## src/rtl/video_timing_if.sv

```systemverilog
// Raster timing bundle between the timing generator and the video pixel stage.
// The generator is the master. It takes the pixel clock enable and drives the
// coordinates, the delayed syncs and the strobes.
interface video_timing_if;
    logic        ce;
    logic [10:0] x;
    logic [9:0]  y;
    logic        hsync;
    logic        vsync;
    logic        de;
    logic        line_start;
    logic        frame_start;
    logic [7:0]  frame_cnt;

    modport master (
        input  ce,
        output x, y, hsync, vsync, de, line_start, frame_start, frame_cnt
    );

    modport slave (
        output ce,
        input  x, y, hsync, vsync, de, line_start, frame_start, frame_cnt
    );
endinterface

```

## src/rtl/video_timing.sv

```systemverilog
// Free-running raster timing generator for the Pacman video pixel stage.
// x/y feed the pixel stage undelayed. de/hsync/vsync go through a PIPE_DELAY-deep
// delay line so that they line up with the registered RGB out of the pixel stage.
module video_timing #(
    parameter int VIDEO_WIDE = 0,
    parameter int H_FP       = 24,
    parameter int H_SYNC     = 80,
    parameter int H_BP       = 104,
    parameter int V_ACTIVE   = 576,
    parameter int V_FP       = 3,
    parameter int V_SYNC     = 5,
    parameter int V_BP       = 16,
    parameter bit HS_POL     = 1'b0,
    parameter bit VS_POL     = 1'b0,
    parameter int PIPE_DELAY = 1
) (
    input  logic           clk,
    input  logic           resetn,
    video_timing_if.master vif
);

    localparam int H_ACTIVE = (VIDEO_WIDE != 0) ? 1024 : 768;
    localparam int H_TOTAL  = H_ACTIVE + H_FP + H_SYNC + H_BP;
    localparam int V_TOTAL  = V_ACTIVE + V_FP + V_SYNC + V_BP;

    // Raster geometry, sized so that each comparison below is width-matched.
    localparam logic [10:0] X_LAST   = 11'(H_TOTAL - 1);
    localparam logic [9:0]  Y_LAST   = 10'(V_TOTAL - 1);
    localparam logic [11:0] X_DE_END = 12'(H_ACTIVE);
    localparam logic [11:0] X_HS_BEG = 12'(H_ACTIVE + H_FP);
    localparam logic [11:0] X_HS_END = 12'(H_ACTIVE + H_FP + H_SYNC);
    localparam logic [10:0] Y_DE_END = 11'(V_ACTIVE);
    localparam logic [10:0] Y_VS_BEG = 11'(V_ACTIVE + V_FP);
    localparam logic [10:0] Y_VS_END = 11'(V_ACTIVE + V_FP + V_SYNC);

    // Reject geometries the coordinate ports cannot represent, and delay depths
    // outside the supported range.
    generate
        if (H_TOTAL > 2048) begin : g_bad_h_total
            $error("video_timing: H_TOTAL must not exceed 2048");
        end
        if (V_TOTAL > 1024) begin : g_bad_v_total
            $error("video_timing: V_TOTAL must not exceed 1024");
        end
        if ((PIPE_DELAY < 1) || (PIPE_DELAY > 8)) begin : g_bad_pipe_delay
            $error("video_timing: PIPE_DELAY must be in 1..8");
        end
    endgenerate

    logic [10:0] r_x;
    logic [9:0]  r_y;
    logic [7:0]  r_frame_cnt;
    logic        r_line_start;
    logic        r_frame_start;
    logic        r_de;
    logic        r_hsync;
    logic        r_vsync;

    logic        w_x_wrap;
    logic        w_y_wrap;
    logic [11:0] w_x12;
    logic [10:0] w_y11;
    logic        w_de_raw;
    logic        w_hs_raw;
    logic        w_vs_raw;
    logic [2:0]  w_raw;
    logic [2:0]  w_tail;

    assign w_x_wrap = (r_x == X_LAST);
    assign w_y_wrap = (r_y == Y_LAST);
    assign w_x12    = {1'b0, r_x};
    assign w_y11    = {1'b0, r_y};

    // Undelayed timing decoded from the current position. All three are active-high here.
    assign w_de_raw = (w_x12 < X_DE_END) && (w_y11 < Y_DE_END);
    assign w_hs_raw = (w_x12 >= X_HS_BEG) && (w_x12 < X_HS_END);
    assign w_vs_raw = (w_y11 >= Y_VS_BEG) && (w_y11 < Y_VS_END);
    assign w_raw    = {w_de_raw, w_hs_raw, w_vs_raw};

    // Pixel and line counters; frame_cnt counts completed frames.
    always_ff @(posedge clk) begin
        if (!resetn) begin
            r_x         <= '0;
            r_y         <= '0;
            r_frame_cnt <= '0;
        end else if (vif.ce) begin
            if (w_x_wrap) begin
                r_x <= '0;
                if (w_y_wrap) begin
                    r_y         <= '0;
                    r_frame_cnt <= r_frame_cnt + 8'd1;
                end else begin
                    r_y <= r_y + 10'd1;
                end
            end else begin
                r_x <= r_x + 11'd1;
            end
        end
    end

    // Strobes fire on the edge where the counters wrap to 0. A ce=0 clock clears them.
    always_ff @(posedge clk) begin
        if (!resetn) begin
            r_line_start  <= 1'b0;
            r_frame_start <= 1'b0;
        end else begin
            r_line_start  <= vif.ce && w_x_wrap;
            r_frame_start <= vif.ce && w_x_wrap && w_y_wrap;
        end
    end

    // The output register is the last delay stage. The stages ahead of it carry
    // PIPE_DELAY-1 cycles of active-high timing.
    generate
        if (PIPE_DELAY <= 1) begin : g_no_stage
            assign w_tail = w_raw;
        end else begin : g_stage
            logic [PIPE_DELAY-2:0][2:0] r_stage;

            // Shift the raw timing toward the output register on each pixel enable.
            always_ff @(posedge clk) begin
                if (!resetn) begin
                    r_stage <= '0;
                end else if (vif.ce) begin
                    r_stage[0] <= w_raw;
                    for (int i = 1; i < PIPE_DELAY - 1; i++) begin
                        r_stage[i] <= r_stage[i-1];
                    end
                end
            end

            assign w_tail = r_stage[PIPE_DELAY-2];
        end
    endgenerate

    // Final delay stage; sync polarity is applied here so outputs are glitch-free.
    always_ff @(posedge clk) begin
        if (!resetn) begin
            r_de    <= 1'b0;
            r_hsync <= ~HS_POL;
            r_vsync <= ~VS_POL;
        end else if (vif.ce) begin
            r_de    <= w_tail[2];
            r_hsync <= w_tail[1] ? HS_POL : ~HS_POL;
            r_vsync <= w_tail[0] ? VS_POL : ~VS_POL;
        end
    end

    assign vif.x           = r_x;
    assign vif.y           = r_y;
    assign vif.de          = r_de;
    assign vif.hsync       = r_hsync;
    assign vif.vsync       = r_vsync;
    assign vif.line_start  = r_line_start;
    assign vif.frame_start = r_frame_start;
    assign vif.frame_cnt   = r_frame_cnt;

endmodule

```

## src/flat_wrapper.sv

```systemverilog
// flat-port wrapper written by rule: the top's interface ports become plain ports
module video_timing_flat 
#(
    parameter int VIDEO_WIDE = 0,
    parameter int H_FP       = 24,
    parameter int H_SYNC     = 80,
    parameter int H_BP       = 104,
    parameter int V_ACTIVE   = 576,
    parameter int V_FP       = 3,
    parameter int V_SYNC     = 5,
    parameter int V_BP       = 16,
    parameter bit HS_POL     = 1'b0,
    parameter bit VS_POL     = 1'b0,
    parameter int PIPE_DELAY = 1
)
  (clk, resetn, vif_ce, vif_x, vif_y, vif_hsync, vif_vsync, vif_de, vif_line_start, vif_frame_start, vif_frame_cnt);
  video_timing_if vif_i ();
  input  logic clk;
  input  logic resetn;
  input wire logic [$bits(vif_i.ce)-1:0] vif_ce;
  output wire logic [$bits(vif_i.x)-1:0] vif_x;
  output wire logic [$bits(vif_i.y)-1:0] vif_y;
  output wire logic [$bits(vif_i.hsync)-1:0] vif_hsync;
  output wire logic [$bits(vif_i.vsync)-1:0] vif_vsync;
  output wire logic [$bits(vif_i.de)-1:0] vif_de;
  output wire logic [$bits(vif_i.line_start)-1:0] vif_line_start;
  output wire logic [$bits(vif_i.frame_start)-1:0] vif_frame_start;
  output wire logic [$bits(vif_i.frame_cnt)-1:0] vif_frame_cnt;
  assign vif_i.ce = vif_ce;
  assign vif_x = vif_i.x;
  assign vif_y = vif_i.y;
  assign vif_hsync = vif_i.hsync;
  assign vif_vsync = vif_i.vsync;
  assign vif_de = vif_i.de;
  assign vif_line_start = vif_i.line_start;
  assign vif_frame_start = vif_i.frame_start;
  assign vif_frame_cnt = vif_i.frame_cnt;
  video_timing #(.VIDEO_WIDE(VIDEO_WIDE), .H_FP(H_FP), .H_SYNC(H_SYNC), .H_BP(H_BP), .V_ACTIVE(V_ACTIVE), .V_FP(V_FP), .V_SYNC(V_SYNC), .V_BP(V_BP), .HS_POL(HS_POL), .VS_POL(VS_POL), .PIPE_DELAY(PIPE_DELAY)) u_core (.clk(clk), .resetn(resetn), .vif(vif_i));
endmodule
```

## config.mk

```make
export PLATFORM = sky130hd
export DESIGN_NAME = video_timing_flat
export DESIGN_NICKNAME = d
export VERILOG_FILES = /design/src/rtl/video_timing_if.sv /design/src/rtl/video_timing.sv /design/src/flat_wrapper.sv
export SDC_FILE = /design/constraint.sdc
export NUM_CORES = 1
export LEC_CHECK = 0
export CAP_MARGIN = 40
export CORE_MARGIN = 5
export CORE_UTILIZATION = 35
export CTS_BUF_LIST = sky130_fd_sc_hd__clkbuf_8
export CTS_CLUSTER_DIAMETER = 200
export DETAILED_ROUTE_END_ITERATION = 8
export PLACE_DENSITY = 0.69
export REMOVE_ABC_BUFFERS = 1
export SETUP_SLACK_MARGIN = 0.05
export SYNTH_ARGS = -nofsm -noshare
export SYNTH_HDL_FRONTEND = slang
export SYNTH_SLANG_ARGS = --single-unit
```

## constraint.sdc

```tcl
create_clock -name clk -period 2.61 [get_ports clk]
set_input_delay 0.522 -clock clk [delete_from_list [all_inputs] [get_ports clk]]
set_output_delay 0.522 -clock clk [all_outputs]
set_load 0.01 [all_outputs]
```

==> results of run 1 <==
[metal layers]
metal	track usage [%]	vias up	wire length [um]
met2	20.0	43	1750
met3	4.28	6	239
li1	-	768	-
met1	16.9	715	1810
met4	4.64	0	59
met5	0	-	0
[worst max path at each step]
stage                            startpoint                                   end
2_1_floorplan  u_core.vif.x[0]$_SDFFE_PN0P_          u_core.vif.y[6]$_SDFFE_PN0P_
3_3_place_gp                         vif_ce          u_core.vif.y[6]$_SDFFE_PN0P_
3_5_place_dp                         vif_ce          u_core.vif.y[6]$_SDFFE_PN0P_
4_1_cts        u_core.vif.x[0]$_SDFFE_PN0P_  u_core.vif.frame_cnt[7]$_SDFFE_PN0P_
5_1_grt        u_core.vif.x[0]$_SDFFE_PN0P_          u_core.vif.y[8]$_SDFFE_PN0P_
6_report                             vif_ce          u_core.vif.y[6]$_SDFFE_PN0P_
[placed cells by master (no fill, tap or decap)]
| cell type | instances |
|---|---|
| mux2i_1 | 1 |
| a21oi_1 | 19 |
| ha_1 | 4 |
| and2_1 | 2 |
| dfxtp_1 | 34 |
| xnor2_1 | 2 |
| o21a_1 | 2 |
| xor2_1 | 8 |
| or3_1 | 5 |
| and4_1 | 2 |
| o21ai_1 | 1 |
| nand2_1 | 13 |
| buf_4 | 9 |
| a211o_1 | 1 |
| nor4bb_1 | 1 |
| o211ai_1 | 1 |
| o21ai_0 | 5 |
| or4_4 | 1 |
| or4b_1 | 1 |
| o21ba_2 | 1 |
| o22ai_1 | 1 |
| nand4_1 | 7 |
| nor4_1 | 1 |
| and3_1 | 4 |
| nor2_1 | 13 |
| inv_1 | 8 |
| or4b_2 | 1 |
| nand2b_1 | 1 |
| clkdlybuf4s50_1 | 36 |
| o31ai_1 | 13 |
| nand4b_1 | 1 |
| clkbuf_8 | 5 |
| nand3_1 | 10 |
| nor3_1 | 2 |
| or4_1 | 11 |
[sequential cells by signal (all words and copies together) (netlist names)]
register / cells
u_core.vif.de: 1
u_core.vif.frame_cnt: 8
u_core.vif.frame_start: 1
u_core.vif.hsync: 1
u_core.vif.line_start: 1
u_core.vif.vsync: 1
u_core.vif.x: 11
u_core.vif.y: 10
[through the flow]
| stage | power (W) | std cells | hold slack, ns |
|---|---|---|---|
| 6_report | 0.000922 | 279 | 0.492 |
| 4_1_cts | 0.000934 | 279 | 0.494 |
| 3_3_place_gp | 0.000581 | 272 | 0.468 |
| 3_5_place_dp | 0.000582 | 272 | 0.485 |
| 5_1_grt | 0.000963 | 279 | 0.521 |
| 2_1_floorplan | 0.000557 | 175 | 0.493 |
[power by group]
part | total, W | switching [W] | internal [W]
combinational | 0.0000415 | 0.0000211 | 0.0000203
clock | 0.000352 | 0.000177 | 0.000175
sequential | 0.000528 | 0.00000502 | 0.000523
total | 0.000922 | 0.000203 | 0.000719
[kinds of logic after synthesis]
kind of cell / count (synthesis) / synth area share [%]
adders and majority gates: 4 / 3.11
DFF: 34 / 42.3
xor gates and xnor gates: 10 / 5.44
muxes: 1 / 0.622
AOI/OAI and AO/OA: 44 / 16.8
and+or+nand+nor: 76 / 26.9
buffers and inverters: 15 / 4.89
[cell usage after synthesis, types with 2 or more instances]
cell	instances	area share, %
dfxtp_1	34	42
a21oi_1	19	5.9
nand2_1	13	3.0
nor2_1	13	3.0
o31ai_1	13	6.1
or4_1	11	5.1
nand3_1	10	3.1
xor2_1	8	4.4
nand4_1	7	2.7
clkbuf_1	6	1.4
inv_1	6	1.4
o21ai_0	5	1.6
or3_1	5	1.9
and3_1	4	1.6
ha_1	4	3.1
buf_6	3	2.1
and2_1	2	0.78
and4_1	2	1.1
nor3_1	2	0.62
o21a_1	2	0.93
xnor2_1	2	1.1
[area by class of cell]
type	instances	area (sq um)	area share (%)
tap	52	65.1	3.06
inverter	6	22.5	1.06
sequential	34	681	32.1
timing repair buffer	45	428	20.2
clock inverter	2	7.51	0.354
multi-input combinational	135	851	40.1
clock buffer	5	68.8	3.24
[critical path: stages]
cell and delay, ns:
clkdlybuf4s50_1 0.48, nand4_1 0.11, or4_4 0.73, or4_1 0.56
a21oi_1 0.16
==> results by group, run 1 <==
Run status
  • Status: finished, final reports clean

Floorplanning
  • Core Box Area: 4410 sq um
  • Die Width: 77.8 um
  • # IOs: 37
  • Initial Util: 36.5%
  • Row count: 24
  • Die height: 77.8 um
  • Die ar.: 6060 sq um

Synthesis
  • Ys Warns: 0
  • Post-Synthesis Cells: 184
  • Mapped cell area: 1610 sq um
  • EDFF count, synth: 0
  • Netlist cell types: 34
  • Seq cells post-synth: 34
  • Synth Flop Type: dfxtp_1
  • Seq/Total Area, Yosys: 42.3%
  • Syn_area_per_cell: 8.75 sq um
  • Fraction of registers with async set/reset: 0%

Clock network
  • PostCTS Resize Cnt: 0
  • Clock root buffer: clkbuf_8
  • Total CTS buffers: 5
  • Post-CTS setup buffers: 0
  • CTS tree: built
  • Hold Buf Count CTS: 0
  • Clock buffer depth: 2
  • Clock latency on the worst-skew pair: 0.28 ns
  • Htree depth: 2
  • Clk slew on worst S/H paths: 0.07 ns
  • # clock sinks: 34

Timing
  • Final hold violations: 0
  • Period utilization: 89.7%
  • Setup Skew: 0.00557 ns
  • Count of final setup violators: 0
  • RSZ-0062 raised after global routing: no
  • Worst Max-Slew Pin Slew: 0.599 ns
  • Worst slew margin: 59.7%
  • Setup TNS: 0 ns
  • Achievable frequency: 0.427 GHz
  • Final worst slack: 0.269 ns
  • Fin. max-slew vios: 0
  • Tmin final: 2.34 ns

Final layout
  • # diodes: 0
  • Filler cell count in the final layout: 429
  • Layout cells sized above 1: 7.49%
  • Final instance area: 2120 sq um
  • Syn-to-layout area delta: 31.9%
  • Nets: 234
  • Final Util: 48.1%

Placed design
  • Placer congestion estimate: 0.788
  • Post-DP Area: 2050 sq um
  • Dpl ws: 0.00153 ns
  • Post-detail-place hpwl: 2710 um
  • Port bufs: 36

Job
  • Maxcap violations: 0

Detailed routing
  • Total routed wirelength: 3850 um
  • Drt drc: 0
  • Remaining antenna violation count: 0
  • Via Count: 1,532
  • Drt wl/cell: 13.8 um
  • Router iterations before antenna repair: 4
  • DR iter-0 viols: 63
  • Vias per inst: 5.49

Setup path
  • CP Launch Type: input port
  • R2R setup slack: 0.29 ns
  • FF-to-FF End: u_core.vif.y[6]$_SDFFE_PN0P_
  • Critical Path End Type: flip-flop
  • Crit path max fanout: 31
  • Path depth of the worst reg2reg path: 5
  • Critical Path RT: 2.83 ns
  • Setup CP Type: input port to flip-flop
  • R2r startpoint: u_core.vif.x[0]$_SDFFE_PN0P_
  • Critical Path AT: 2.56 ns

Pwr
  • Power Dens Cells: 434 nW/um^2
  • P_leak: 0.726 nW
  • VDD IR-drop max: 261 uV

GRT
  • First-pass GRT wire length: 6500 um
  • GRT overflow: 0
  • GRT Total Usage: 13.0%
  • Largest net degree at the start of global routing: 32
  • Antenna violations before repair: 0
  • Vias in the first global route: 1,406

Worst hold path
  • Hold Crit Start: u_core.vif.frame_cnt[5]$_SDFFE_PN0P_
  • Min-delay worst type: flip-flop to flip-flop
  • Worst Hold End: u_core.vif.frame_cnt[5]$_SDFFE_PN0P_
  • Hold Path Cell Cnt: 2
(Power assumes the default switching activity.)
==> run 2, diff against run 1 <==
--- a/config.mk
+++ b/config.mk
@@ -5,7 +5,8 @@
 export SDC_FILE = /design/constraint.sdc
 export NUM_CORES = 1
 export LEC_CHECK = 0
-export CAP_MARGIN = 40
+export ABC_CLOCK_PERIOD_IN_PS = 2610
+export CAP_MARGIN = 20
 export CORE_MARGIN = 5
 export CORE_UTILIZATION = 35
 export CTS_BUF_LIST = sky130_fd_sc_hd__clkbuf_8
==> results of run 2 <==
Same layout as run 1: the final DEF is identical, and so are final timing and power.
==> run 3, diff against run 2 <==
--- a/config.mk
+++ b/config.mk
@@ -6,7 +6,6 @@
 export NUM_CORES = 1
 export LEC_CHECK = 0
 export ABC_CLOCK_PERIOD_IN_PS = 2610
-export CAP_MARGIN = 20
 export CORE_MARGIN = 5
 export CORE_UTILIZATION = 35
 export CTS_BUF_LIST = sky130_fd_sc_hd__clkbuf_8
==> results of run 3 <==
Same layout as run 1: the final DEF is identical, and so are final timing and power.
